File: src/rtl/clock_period_meter.sv
// rtl/clock_period_meter.sv - edge-to-edge interval meter for a slow asynchronous square wave
module clock_period_meter #(
    parameter int CNT_W       = 32,
    parameter int TIMEOUT_CYC = 1_000_000,
    parameter int LOCK_COUNT  = 4,
    parameter int TOL         = 0
) (
    input  logic             clk,
    input  logic             rst_n,
    input  logic             en,
    input  logic             sig_in,
    output logic [CNT_W-1:0] div_est,
    output logic             valid,
    output logic             locked,
    output logic             timeout
);

    localparam int MC_W = $clog2(LOCK_COUNT + 1);
    localparam logic [CNT_W-1:0] TIMEOUT_V = CNT_W'(TIMEOUT_CYC);
    localparam logic [CNT_W-1:0] TOL_V     = CNT_W'(TOL);
    localparam logic [MC_W-1:0]  LOCK_V    = MC_W'(LOCK_COUNT);

    typedef enum logic [1:0] {
        IDLE,
        WAIT_FIRST,
        MEASURE
    } state_t;

    state_t           state;
    logic             s1, s2, s3;
    logic [CNT_W-1:0] cnt;
    logic [MC_W-1:0]  match_cnt;
    logic             have_prev;

    logic             sig_edge;
    logic             timed_out;
    logic [CNT_W-1:0] diff;
    logic             is_match;
    logic [MC_W-1:0]  match_next;

    assign sig_edge  = s2 ^ s3;
    assign timed_out = (cnt >= TIMEOUT_V);
    assign diff      = (cnt >= div_est) ? (cnt - div_est) : (div_est - cnt);
    // The first capture after entering MEASURE has nothing valid to compare against.
    assign is_match  = have_prev && (diff <= TOL_V);
    assign match_next = !is_match              ? MC_W'(1) :
                        (match_cnt >= LOCK_V)  ? LOCK_V   :
                                                 match_cnt + MC_W'(1);

    always_ff @(posedge clk) begin
        if (!rst_n) begin
            s1        <= 1'b0;
            s2        <= 1'b0;
            s3        <= 1'b0;
            state     <= IDLE;
            cnt       <= '0;
            match_cnt <= '0;
            have_prev <= 1'b0;
            div_est   <= '0;
            valid     <= 1'b0;
            locked    <= 1'b0;
            timeout   <= 1'b0;
        end else begin
            s1    <= sig_in;
            s2    <= s1;
            s3    <= s2;
            valid <= 1'b0;
            if (!en) begin
                state     <= IDLE;
                cnt       <= '0;
                match_cnt <= '0;
                have_prev <= 1'b0;
                locked    <= 1'b0;
                timeout   <= 1'b0;
            end else begin
                case (state)
                    IDLE: begin
                        cnt   <= '0;
                        state <= WAIT_FIRST;
                    end
                    WAIT_FIRST: begin
                        if (sig_edge) begin
                            cnt       <= CNT_W'(1);
                            timeout   <= 1'b0;
                            have_prev <= 1'b0;
                            match_cnt <= '0;
                            state     <= MEASURE;
                        end else if (timed_out) begin
                            timeout   <= 1'b1;
                            locked    <= 1'b0;
                            match_cnt <= '0;
                            cnt       <= '0;
                        end else begin
                            cnt <= cnt + CNT_W'(1);
                        end
                    end
                    MEASURE: begin
                        // An edge on the threshold cycle is a normal capture, not a timeout.
                        if (sig_edge) begin
                            div_est   <= cnt;
                            valid     <= 1'b1;
                            cnt       <= CNT_W'(1);
                            timeout   <= 1'b0;
                            have_prev <= 1'b1;
                            match_cnt <= match_next;
                            locked    <= (match_next >= LOCK_V);
                        end else if (timed_out) begin
                            timeout   <= 1'b1;
                            locked    <= 1'b0;
                            match_cnt <= '0;
                            have_prev <= 1'b0;
                            cnt       <= '0;
                            state     <= WAIT_FIRST;
                        end else begin
                            cnt <= cnt + CNT_W'(1);
                        end
                    end
                    default: begin
                        state <= IDLE;
                        cnt   <= '0;
                    end
                endcase
            end
        end
    end

endmodule

File: config.mk
export PLATFORM = sky130hd
export DESIGN_NAME = clock_period_meter
export DESIGN_NICKNAME = d
export VERILOG_FILES = /design/src/rtl/clock_period_meter.sv
export SDC_FILE = /design/constraint.sdc
export NUM_CORES = 1
export LEC_CHECK = 0
export BUFFER_PORTS_ARGS = -buffer_cell sky130_fd_sc_hd__buf_2
export CAP_MARGIN = 10
export CORE_ASPECT_RATIO = 1.1
export CORE_MARGIN = 1
export CORE_UTILIZATION = 40
export CTS_CLUSTER_DIAMETER = 60
export DETAILED_ROUTE_END_ITERATION = 8
export GPL_TIMING_DRIVEN = 0
export SLEW_MARGIN = 30
export SYNTH_ARGS = -nofsm -noshare
export SYNTH_HDL_FRONTEND = slang
export SYNTH_SLANG_ARGS = --single-unit
File: constraint.sdc
create_clock -name clk -period 3.3 [get_ports clk]
set_input_delay 0.825 -clock clk [delete_from_list [all_inputs] [get_ports clk]]
set_output_delay 0.825 -clock clk [all_outputs]
set_load 0.005 [all_outputs]
## Yosys cells after proc, flatten, opt, wreduce, memory -nomap -nowiden

Cells that the tools add are included.

| cells by class | value |
|---|---|
| reduce and logical (&&, ||, !) cells | 14 |
| order comparisons | 5 |
| add/subtract/negate cells | 4 |
| bitwise operators | 4 |
| equal/unequal tests | 7 |
| muxes and demuxes | 24 |

Operators with widths:

| cell | count |
|---|---|
| $sub A32 B32 Y32 | 2 |
| $add A32 B1 Y32 const B | 1 |
| $ge A32 B20 Y1 const B | 1 |
| $ge A32 B32 Y1 | 1 |
| $le A32 B1 Y1 const B | 1 |
| $mux W32 | 1 |
| $mux W3 | 5 |
| $reduce_and A3 Y1 | 5 |
| $mux W1 | 11 |
| $ne A2 B2 Y1 const B | 4 |
| $ge A3 B3 Y1 const B | 2 |
| $mux W2 | 3 |
| $pmux W2 S3 | 1 |
| $pmux W3 S2 | 1 |
| $reduce_and A2 Y1 | 3 |
| $reduce_or A5 Y1 | 1 |
| $pmux W1 S2 | 2 |
| $reduce_bool A2 Y1 | 2 |
| $add A3 B1 Y3 const B | 1 |
| $ne A3 B3 Y1 const B | 1 |
| $not A1 Y1 | 3 |
| $eq A2 B1 Y1 const B | 1 |
| $eq A2 B2 Y1 const B | 1 |
| $logic_not A2 Y1 | 1 |
| other kinds (3) | 3 |

| storage, ports and cells | value |
|---|---|
| flip-flop bits (word level) | 76 |
| input bits | 4 |
| word-level logic and storage cells | 70 |
| output and inout port bits | 35 |

## Logic depth before layout (Yosys ltp)

Gate-level depths: netlist of run 1.

| logic depth | value |
|---|---|
| depth in word-level cells | 8 |
| depth in mapped cells | 14 |
| gate-level depth less buffers | 12 |

## Least setup slack after synthesis of run 1

OpenSTA, ideal clock, no wires.

| timing path | value |
|---|---|
| path type | flip-flop to flip-flop |
| start point | register div_est[3] |
| end point | register match_cnt[2] |
| path buffers | 1 |
| required time | 3.242 ns |
| arrival time | 3.076 ns |
| stages on the path, launching flop included | 14 |
| slack | 0.165 ns |
| period minus slack after synthesis | 3.135 ns |
| library setup time | 0.058 ns |
| cells stage by stage | dfxtp_1 > inv_1 > ha_1 > buf_2 > nand2_1 > a21o_1 > a2111oi_0 > nor3_1 > o21ai_0 > xor2_1 > a2111oi_4 > nand4_2 > a2111oi_2 > o22a_1 |

| between the ends | value |
|---|---|
| longest elaborated chain between the ends | 7 |
| elaborated cells on any way between the ends | 9 |
| those cells by class | 2 x add/sub; 2 x order compare; 4 x mux; 1 x reduce/logical |

Ends and longest elaborated chain:

| what | RTL line | RTL |
|---|---|---|
| start: declaration | 12 | `output logic [CNT_W-1:0] div_est,` |
| start signal: assignment | 100 | `div_est <= cnt;` |
| $sub A32 B32 Y32 or $ge A32 B32 Y1 (tied branches) | 43 | `assign diff = (cnt >= div_est) ? (cnt - div_est) : (div_est - cnt);` |
| $mux W32 (*) | 43 |  |
| $le A32 B1 Y1 (*) | 45 | `assign is_match = have_prev && (diff <= TOL_V);` |
| $logic_and A1 B1 Y1 (*) | 45 |  |
| $mux W3 (*) | 46 | `assign match_next = !is_match ? MC_W'(1) :` |
| $mux W3 (*) | 99 | `if (sig_edge) begin` |
| $pmux W3 S2 (*) | 76 | `case (state)` |
| end signal: assignment | 105 | `match_cnt <= match_next;` |
| end: declaration | 32 | `logic [MC_W-1:0] match_cnt;` |

Every way passes the cells marked *; elsewhere a longest branch is shown, timed or not.
A chain may end at the register's enable or synchronous reset.

## Worst setup path after layout of run 1

| timing path | value |
|---|---|
| start point | register cnt[27] |
| end point | register match_cnt[2] |

| between the ends | value |
|---|---|
| longest elaborated chain between the ends | 7 |
| elaborated cells on any way between the ends | 12 |
| those cells by class | 2 x add/sub; 3 x order compare; 6 x mux; 1 x reduce/logical |

Ends and longest elaborated chain:

| what | RTL line | RTL |
|---|---|---|
| start: declaration | 31 | `logic [CNT_W-1:0] cnt;` |
| start signal: assignment | 94 | `cnt <= cnt + CNT_W'(1);` |
| start signal: assignment | 115 | `cnt <= cnt + CNT_W'(1);` |
| $sub A32 B32 Y32 or $ge A32 B32 Y1 (tied branches) | 43 |  |
| $mux W32 | 43 |  |
| $le A32 B1 Y1 | 45 |  |
| $logic_and A1 B1 Y1 | 45 |  |
| $mux W3 | 46 |  |
| $mux W3 | 99 |  |
| $pmux W3 S2 (*) | 76 |  |

Marks and branches as above.

==> impl_table.tex, run 1 <==
\begin{tabular}{lr}
\hline
Metric & Value \\
\hline
\multicolumn{2}{l}{\textbf{Status}} \\
Status & complete, but fails checks \\
Failing checks & design-rule violations \\
\multicolumn{2}{l}{\textbf{Job}} \\
Max-Cap Viols & 0 \\
\multicolumn{2}{l}{\textbf{Timing}} \\
Final total negative setup slack & 0 ns \\
Endpoints failing setup & 0 \\
Unrepaired setup endpoints after global routing & yes \\
Final setup skew & 0.00467 ns \\
Worst-case headroom to the max-slew limit & 46.9\% \\
Number of pins with negative max-slew slack in the final report & 0 \\
Final hold violation count & 0 \\
Minimum clock period & 3.30 ns \\
Transition time at the pin with the least slew margin & 0.789 ns \\
Top achievable clock speed & 0.303 GHz \\
Fraction of the cycle the final worst path needs & 99.9\% \\
\multicolumn{2}{l}{\textbf{Floorplanning}} \\
Number of rows created at floorplan & 51 \\
Ports placed on the boundary & 39 \\
Die footprint & 18500 µm² \\
Initial core utilization & 40.7\% \\
Core Box Area & 17700 µm² \\
Overall die height & 143 µm \\
Width of the chip & 130 µm \\
\multicolumn{2}{l}{\textbf{Clock network}} \\
Cts-stage hold buffer count & 0 \\
Clock tree from TritonCTS & yes \\
CTS Root Buffer Type & sky130\_fd\_sc\_hd\_\_clkbuf\_16 \\
Number of H-tree levels & 3 \\
Clock Path Buffers & 2 \\
Total clock buffers created by CTS & 9 \\
Count of clock tree sinks & 76 \\
Worst skew pair latency & 0.36 ns \\
Clock transition at the registers of the reported paths & 0.06 ns \\
\multicolumn{2}{l}{\textbf{Worst setup path}} \\
Required time of the critical path & 3.61 ns \\
Signal arrival time at the worst endpoint & 3.60 ns \\
Kind of launch point of the worst setup path & flip-flop \\
Kind of end point of the critical path & flip-flop \\
Kind of critical path & flip-flop to flip-flop \\
Biggest fanout along the worst timing path & 5 \\
\multicolumn{2}{l}{\textbf{Logic synthesis}} \\
Top FF cell, synth & sky130\_fd\_sc\_hd\_\_dfxtp\_1 \\
Average cell area after synthesis & 7.32 µm² \\
Post-Synth Simple-Gate Area & 22.8\% \\
Number of synthesis warnings & 0 \\
Adder-Cell Fraction of Synth Area & 12.2\% \\
Area fraction of the dominant cell type after synthesis & 21.1\% \\
Sequential fraction of the synthesis area & 21.1\% \\
Synthesized-area fraction occupied by ao, oa, aoi and oai cells & 30.5\% \\
Instance count of the mapped netlist & 984 \\
Combinational family with the most area after synthesis & compound AO/OA/AOI/OAI gates \\
Yosys cell types & 76 \\
Cell types occupying the most area after synthesis & sky130\_fd\_sc\_hd\_\_dfxtp\_1, sky130\_fd\_sc\_hd\_\_ha\_1, sky130\_fd\_sc\_hd\_\_nand2\_1 \\
Number of enable flip-flop cells after synthesis & 0 \\
Xor and xnor fraction of the mapped netlist area & 5.60\% \\
Synth Register Bits & 76 \\
Async set-or-reset flop fraction in the synthesized netlist & 0\% \\
Mux contribution to synthesized area & 0.156\% \\
Library cell with the largest summed area after synthesis & sky130\_fd\_sc\_hd\_\_dfxtp\_1 \\
Area of the mapped netlist & 7200 µm² \\
\multicolumn{2}{l}{\textbf{Power and ir drop}} \\
Relative contribution of sequential cells to total power & 41.3\% \\
Pwr/cell area & 227 nW/µm² \\
Internal Power & 1.64 mW \\
Net load switching power & 0.621 mW \\
Fraction of power consumed by combinational cells & 11.0\% \\
Highest ir drop seen on vdd & 0.229 mV \\
Clock share of power & 47.7\% \\
Leakage power figure & 3.87 nW \\
Switching portion of total power & 27.5\% \\
\multicolumn{2}{l}{\textbf{Detailed routing}} \\
Antenna Nets Post-Route & 0 \\
Initial DRC count & 642 \\
Vias & 7874 \\
First drt pass iteration count & 8 \\
Detail-routed via count per cell & 5.79 \\
Mean routed wirelength per cell & 18.8 µm \\
Drc violations & 2 \\
Detailed Route WL & 25.5 mm \\
\multicolumn{2}{l}{\textbf{Layout}} \\
Share of layout cells above drive strength 1 & 32.8\% \\
Seq. cell area & 1590 µm² \\
Fill count & 1647 \\
Area growth from synthesis to final layout & 38.0\% \\
Antenna diode instance count & 0 \\
Nets@finish & 1192 \\
Area of the multi-input gates & 6250 µm² \\
Number of standard cells in the layout, taps in and fillers out & 1361 \\
Post-route core utilization & 56.2\% \\
\multicolumn{2}{l}{\textbf{GRT}} \\
First-pass GRT wire length & 38.6 mm \\
Via count of the first global-routing pass & 7214 \\
Tot GR Track Use & 27.2\% \\
Initial antenna violation count & 0 \\
Gr ovfl total & 0 \\
Maximum number of pins on one net before global-route repair & 16 \\
\multicolumn{2}{l}{\textbf{Place}} \\
Dpl cells & 1271 \\
Global placer's final weighted congestion & 0.960 \\
Dpl hpwl & 18.7 mm \\
Count of input and output buffers & 38 \\
\multicolumn{2}{l}{\textbf{Worst hold path}} \\
Tightest Hold Check Type & flip-flop to flip-flop \\
\hline
\end{tabular}
==> path summary, 6_finish.rpt <==
path,startpoint,end,slack (ns),depth (start not counted)
max,cnt[27]$_SDFF_PP0_,match_cnt[2]$_SDFFE_PN0N_,0.005,10
min,s1$_SDFF_PN0_,s2$_SDFF_PN0_,0.44,1
max reg2reg,cnt[27]$_SDFF_PP0_,match_cnt[2]$_SDFFE_PN0N_,0.005,10
min reg2reg,s1$_SDFF_PN0_,s2$_SDFF_PN0_,0.44,1
==> stage by stage <==
stage               setup slack [ns]  area, µm²  power, mW  hold WS [ns]
global placement              -0.810       7730       1.15         0.416
detailed placement            -0.820       7730       1.15         0.427
CTS                        -0.000600       9090       2.27         0.443
global route                  -0.135       9930       2.33         0.463
finish                       0.00472       9930       2.26         0.438
floorplan                      0.165       7240       1.10         0.412
==> sequential cells by signal, summed over array words and instances (netlist names) <==
signal / cells
cnt: 32
div_est: 32
have_prev: 1
locked: 1
match_cnt: 3
s1: 1
s2: 1
s3: 1
state: 2
timeout: 1
valid: 1
==> metal layers <==
metal  vias to the layer above  track usage [%]  share of wire [%]
met4                         0             10.8                2.9
met3                        51             4.57                6.3
met5                         -                0                  0
li1                       3791                -                  -
met2                       276             43.9                 46
met1                      3756             35.8                 44
==> cell families after synthesis <==
family,count (synthesis)
compound gates,318
xor+xnor,46
fa+ha+maj,70
buf+inv,132
flops,76
mux,1
other cells,1
simple gates,340
==> repair_timing <==
action,in CTS,in global routing
gates cloned,0,1
setup buffers,34,50
gates resized for setup,202,110
pin swaps,43,59
endpoints found under the setup margin,4,4
==> area by class of cell <==
| type | count | area share (%) |
|---|---|---|
| multi-input combinational | 787 | 62.9 |
| buffer | 37 | 3.07 |
| sequential | 76 | 16.0 |
| inverter | 85 | 3.21 |
| tap | 238 | 3.00 |
| clock buffer | 10 | 2.41 |
| clock inverter | 6 | 0.756 |
| timing repair buffer | 122 | 8.68 |
==> power by group through the flow <==
stage	clock [mW]	combinational (mW)	sequential [mW]
global placement	0	0.190	0.960
detailed placement	0	0.190	0.960
floorplan	0	0.140	0.957
finish	1.08	0.249	0.932
global route	1.13	0.267	0.933
CTS	1.11	0.231	0.937
==> cell usage in the layout, fill, tap and decap left out, types with 17 or more instances in the layout <==
cell type and instances:
sky130_fd_sc_hd__buf_6 18, sky130_fd_sc_hd__buf_2 39, sky130_fd_sc_hd__buf_4 77, sky130_fd_sc_hd__dfxtp_2 28, sky130_fd_sc_hd__o21ai_0 34, sky130_fd_sc_hd__xnor2_1 32
sky130_fd_sc_hd__nand2_1 122, sky130_fd_sc_hd__dfxtp_1 39, sky130_fd_sc_hd__ha_1 41, sky130_fd_sc_hd__a21oi_2 23, sky130_fd_sc_hd__nand4_1 28, sky130_fd_sc_hd__a21oi_4 17
sky130_fd_sc_hd__a21boi_0 36, sky130_fd_sc_hd__nor2_1 56, sky130_fd_sc_hd__ha_4 20, sky130_fd_sc_hd__a21oi_1 45, sky130_fd_sc_hd__inv_1 81
==> synth_stat cells (all sizes together), types with 6 or more instances <==
library cell,n
a211oi,14
a21boi,40
a21o,8
a21oi,85
and2,10
and3,11
buf,17
clkbuf,30
dfxtp,76
ha,70
inv,85
nand2,132
nand2b,9
nand3,17
nand4,30
nor2,66
nor3,23
nor4,14
o2111ai,7
o211ai,11
o21a,17
o21ai,63
o221ai,6
o31ai,8
or3,6
xnor2,32
xor2,14
==> critical path: stages (launching register included) <==
cell	delay (ns)
sky130_fd_sc_hd__dfxtp_1	0.46
sky130_fd_sc_hd__ha_4	0.26
sky130_fd_sc_hd__a21o_1	0.21
sky130_fd_sc_hd__a21o_1	0.21
sky130_fd_sc_hd__a2111oi_1	0.70
sky130_fd_sc_hd__o21ai_0	0.20
sky130_fd_sc_hd__a31o_2	0.27
sky130_fd_sc_hd__a32oi_2	0.23
sky130_fd_sc_hd__nand4_4	0.19
sky130_fd_sc_hd__a211oi_4	0.33
sky130_fd_sc_hd__o22a_1	0.18
Power figures use the tool's default switching activity.
==> run 2, diff against run 1 <==
Clock period 3.3 ns to 4.2 ns, I/O delays scaled along.
==> impl_table.tex, run 2 (synthesis gave the netlist of run 1 again) <==
\begin{tabular}{lr}
\hline
Metric & Value \\
\hline
\multicolumn{2}{l}{\textbf{Status}} \\
Status & complete, but fails checks \\
Failing checks & design-rule violations \\
\multicolumn{2}{l}{\textbf{Floorplanning}} \\
Overall die height & 143 µm \\
Core Box Area & 17700 µm² \\
Number of rows created at floorplan & 51 \\
Width of the chip & 130 µm \\
Initial core utilization & 40.7\% \\
Die footprint & 18500 µm² \\
Ports placed on the boundary & 39 \\
\multicolumn{2}{l}{\textbf{GRT}} \\
Gr ovfl total & 0 \\
Initial antenna violation count & 0 \\
First-pass GRT wire length & 36.9 mm \\
Via count of the first global-routing pass & 6774 \\
Tot GR Track Use & 26.1\% \\
Maximum number of pins on one net before global-route repair & 16 \\
\multicolumn{2}{l}{\textbf{Timing}} \\
Final setup skew & 0.00431 ns \\
Top achievable clock speed & 0.252 GHz \\
Fraction of the cycle the final worst path needs & 94.3\% \\
Transition time at the pin with the least slew margin & 0.828 ns \\
Number of pins with negative max-slew slack in the final report & 0 \\
Hold slack & 0.438 ns \\
Minimum clock period & 3.96 ns \\
Worst-case headroom to the max-slew limit & 44.3\% \\
Unrepaired setup endpoints after global routing & no \\
Endpoints failing setup & 0 \\
Final total negative setup slack & 0 ns \\
Final hold violation count & 0 \\
\multicolumn{2}{l}{\textbf{Worst setup path}} \\
Kind of launch point of the worst setup path & flip-flop \\
Kind of critical path & flip-flop to flip-flop \\
Required time of the critical path & 4.50 ns \\
Slowest cell delay on critical path & 0.49 ns \\
Sum of buffers and inverters on the critical path & 1 \\
Critical Path Slowest Stage Cell & sky130\_fd\_sc\_hd\_\_dfxtp\_1 \\
Kind of end point of the critical path & flip-flop \\
Cell family with most CP delay & compound AO/OA/AOI/OAI gates \\
Biggest fanout along the worst timing path & 10 \\
Crit path cell chain & ha\_1 -> buf\_2 -> a21oi\_1 -> o21ai\_1 -> a22o\_1 -> nand4bb\_1 -> a211oi\_4 -> nand4\_1 -> nor4\_1 -> a32oi\_1 -> a2111oi\_2 -> o22a\_1 \\
Signal arrival time at the worst endpoint & 4.26 ns \\
\multicolumn{2}{l}{\textbf{Detailed routing}} \\
Detail-routed via count per cell & 5.65 \\
Vias & 7277 \\
Initial DRC count & 627 \\
Detailed Route WL & 23.3 mm \\
Antenna Nets Post-Route & 0 \\
Mean routed wirelength per cell & 18.1 µm \\
Drc violations & 2 \\
First drt pass iteration count & 7 \\
\multicolumn{2}{l}{\textbf{Job}} \\
Max-Cap Viols & 0 \\
\multicolumn{2}{l}{\textbf{Place}} \\
Dpl cells & 1271 \\
Placed cell area & 7730 µm² \\
Global placer's final weighted congestion & 0.960 \\
Dpl hpwl & 18.7 mm \\
Count of input and output buffers & 38 \\
\multicolumn{2}{l}{\textbf{Layout}} \\
Number of standard cells in the layout, taps in and fillers out & 1287 \\
Highest-count cells in the layout ignoring fill and taps & sky130\_fd\_sc\_hd\_\_nand2\_1, sky130\_fd\_sc\_hd\_\_inv\_1, sky130\_fd\_sc\_hd\_\_a21oi\_1 \\
Fill count & 1873 \\
Seq. cell area & 1520 µm² \\
Antenna diode instance count & 0 \\
Nets@finish & 1118 \\
Area growth from synthesis to final layout & 12.0\% \\
Share of layout cells above drive strength 1 & 9.91\% \\
Biggest registers after layout & cnt: 32 flops, div\_est: 32 flops, match\_cnt: 3 flops \\
Area of the multi-input gates & 5200 µm² \\
Final design instance area without fill & 8070 µm² \\
Commonest non-fill, non-tap cell in the layout & sky130\_fd\_sc\_hd\_\_nand2\_1 \\
\multicolumn{2}{l}{\textbf{Clock network}} \\
Clock tree from TritonCTS & yes \\
CTS Root Buffer Type & sky130\_fd\_sc\_hd\_\_clkbuf\_16 \\
Clock Path Buffers & 2 \\
Worst skew pair latency & 0.35 ns \\
Total clock buffers created by CTS & 9 \\
Clock transition at the registers of the reported paths & 0.07 ns \\
Number of H-tree levels & 3 \\
Count of clock tree sinks & 76 \\
\multicolumn{2}{l}{\textbf{Power and ir drop}} \\
Pwr/cell area & 215 nW/µm² \\
Highest ir drop seen on vdd & 0.165 mV \\
Leakage power figure & 3.21 nW \\
Post-layout total power & 1.74 mW \\
\multicolumn{2}{l}{\textbf{Worst hold path}} \\
Tightest Hold Check Type & flip-flop to flip-flop \\
\hline
\end{tabular}
==> run 2: cell count changes in the layout (fill, tap and decap cells not counted), sizes merged <==
cell    before  now
buf        139   55
clkbuf      30   40
==> run 2: final cells by class <==
type	instances	share of cell area (%)
clock inverter	6	0.931
timing repair buffer	38	2.36
buffer	47	2.81
tap	238	3.69
multi-input combinational	787	64.4
sequential	76	18.9
inverter	85	3.95
clock buffer	10	2.96
==> run 2: metal layers <==
metal	part of all wire [%]	track usage, %	vias to the layer above
met4	2.2	9.18	0
met2	45	41.5	213
met1	46	35.6	3384
li1	-	-	3647
met5	0	0	-
met3	6.5	3.82	33
==> run 2: power by group <==
| group | internal, mW | switching [mW] | total, mW | leakage, nW |
|---|---|---|---|---|
| Clock | 0.487 | 0.356 | 0.843 | 0.152 |
| Combinational | 0.0542 | 0.100 | 0.154 | 2.44 |
| Sequential | 0.729 | 0.00867 | 0.738 | 0.617 |
==> run 2: path summary, 6_finish.rpt <==
| kind | from | endpoint | slack [ns] | cells after the start |
|---|---|---|---|---|
| worst min register to register | s1$_SDFF_PN0_ | s2$_SDFF_PN0_ | 0.44 | 1 |
| worst min-delay path | s1$_SDFF_PN0_ | s2$_SDFF_PN0_ | 0.44 | 1 |
| worst max register to register | cnt[7]$_SDFF_PP0_ | match_cnt[2]$_SDFFE_PN0N_ | 0.24 | 12 |
| worst max-delay path | cnt[7]$_SDFF_PP0_ | match_cnt[2]$_SDFFE_PN0N_ | 0.24 | 12 |
==> run 2: timing repair <==
action / CTS / global route
gates resized for setup: 0 / 7
endpoints found under the setup margin: 0 / 4
buffers inserted: 0 / 0
hold buffers: 0 / 0
endpoints found under the hold margin: 0 / 0
==> run 2: stage by stage <==
stage          utilization, %  setup slack [ns]
6_report                 45.6             0.238
5_1_grt                  45.6            0.0589
4_1_cts                  45.5            0.0440
3_5_place_dp             43.7            0.0799
3_3_place_gp             43.7            0.0900
2_1_floorplan               -              1.07
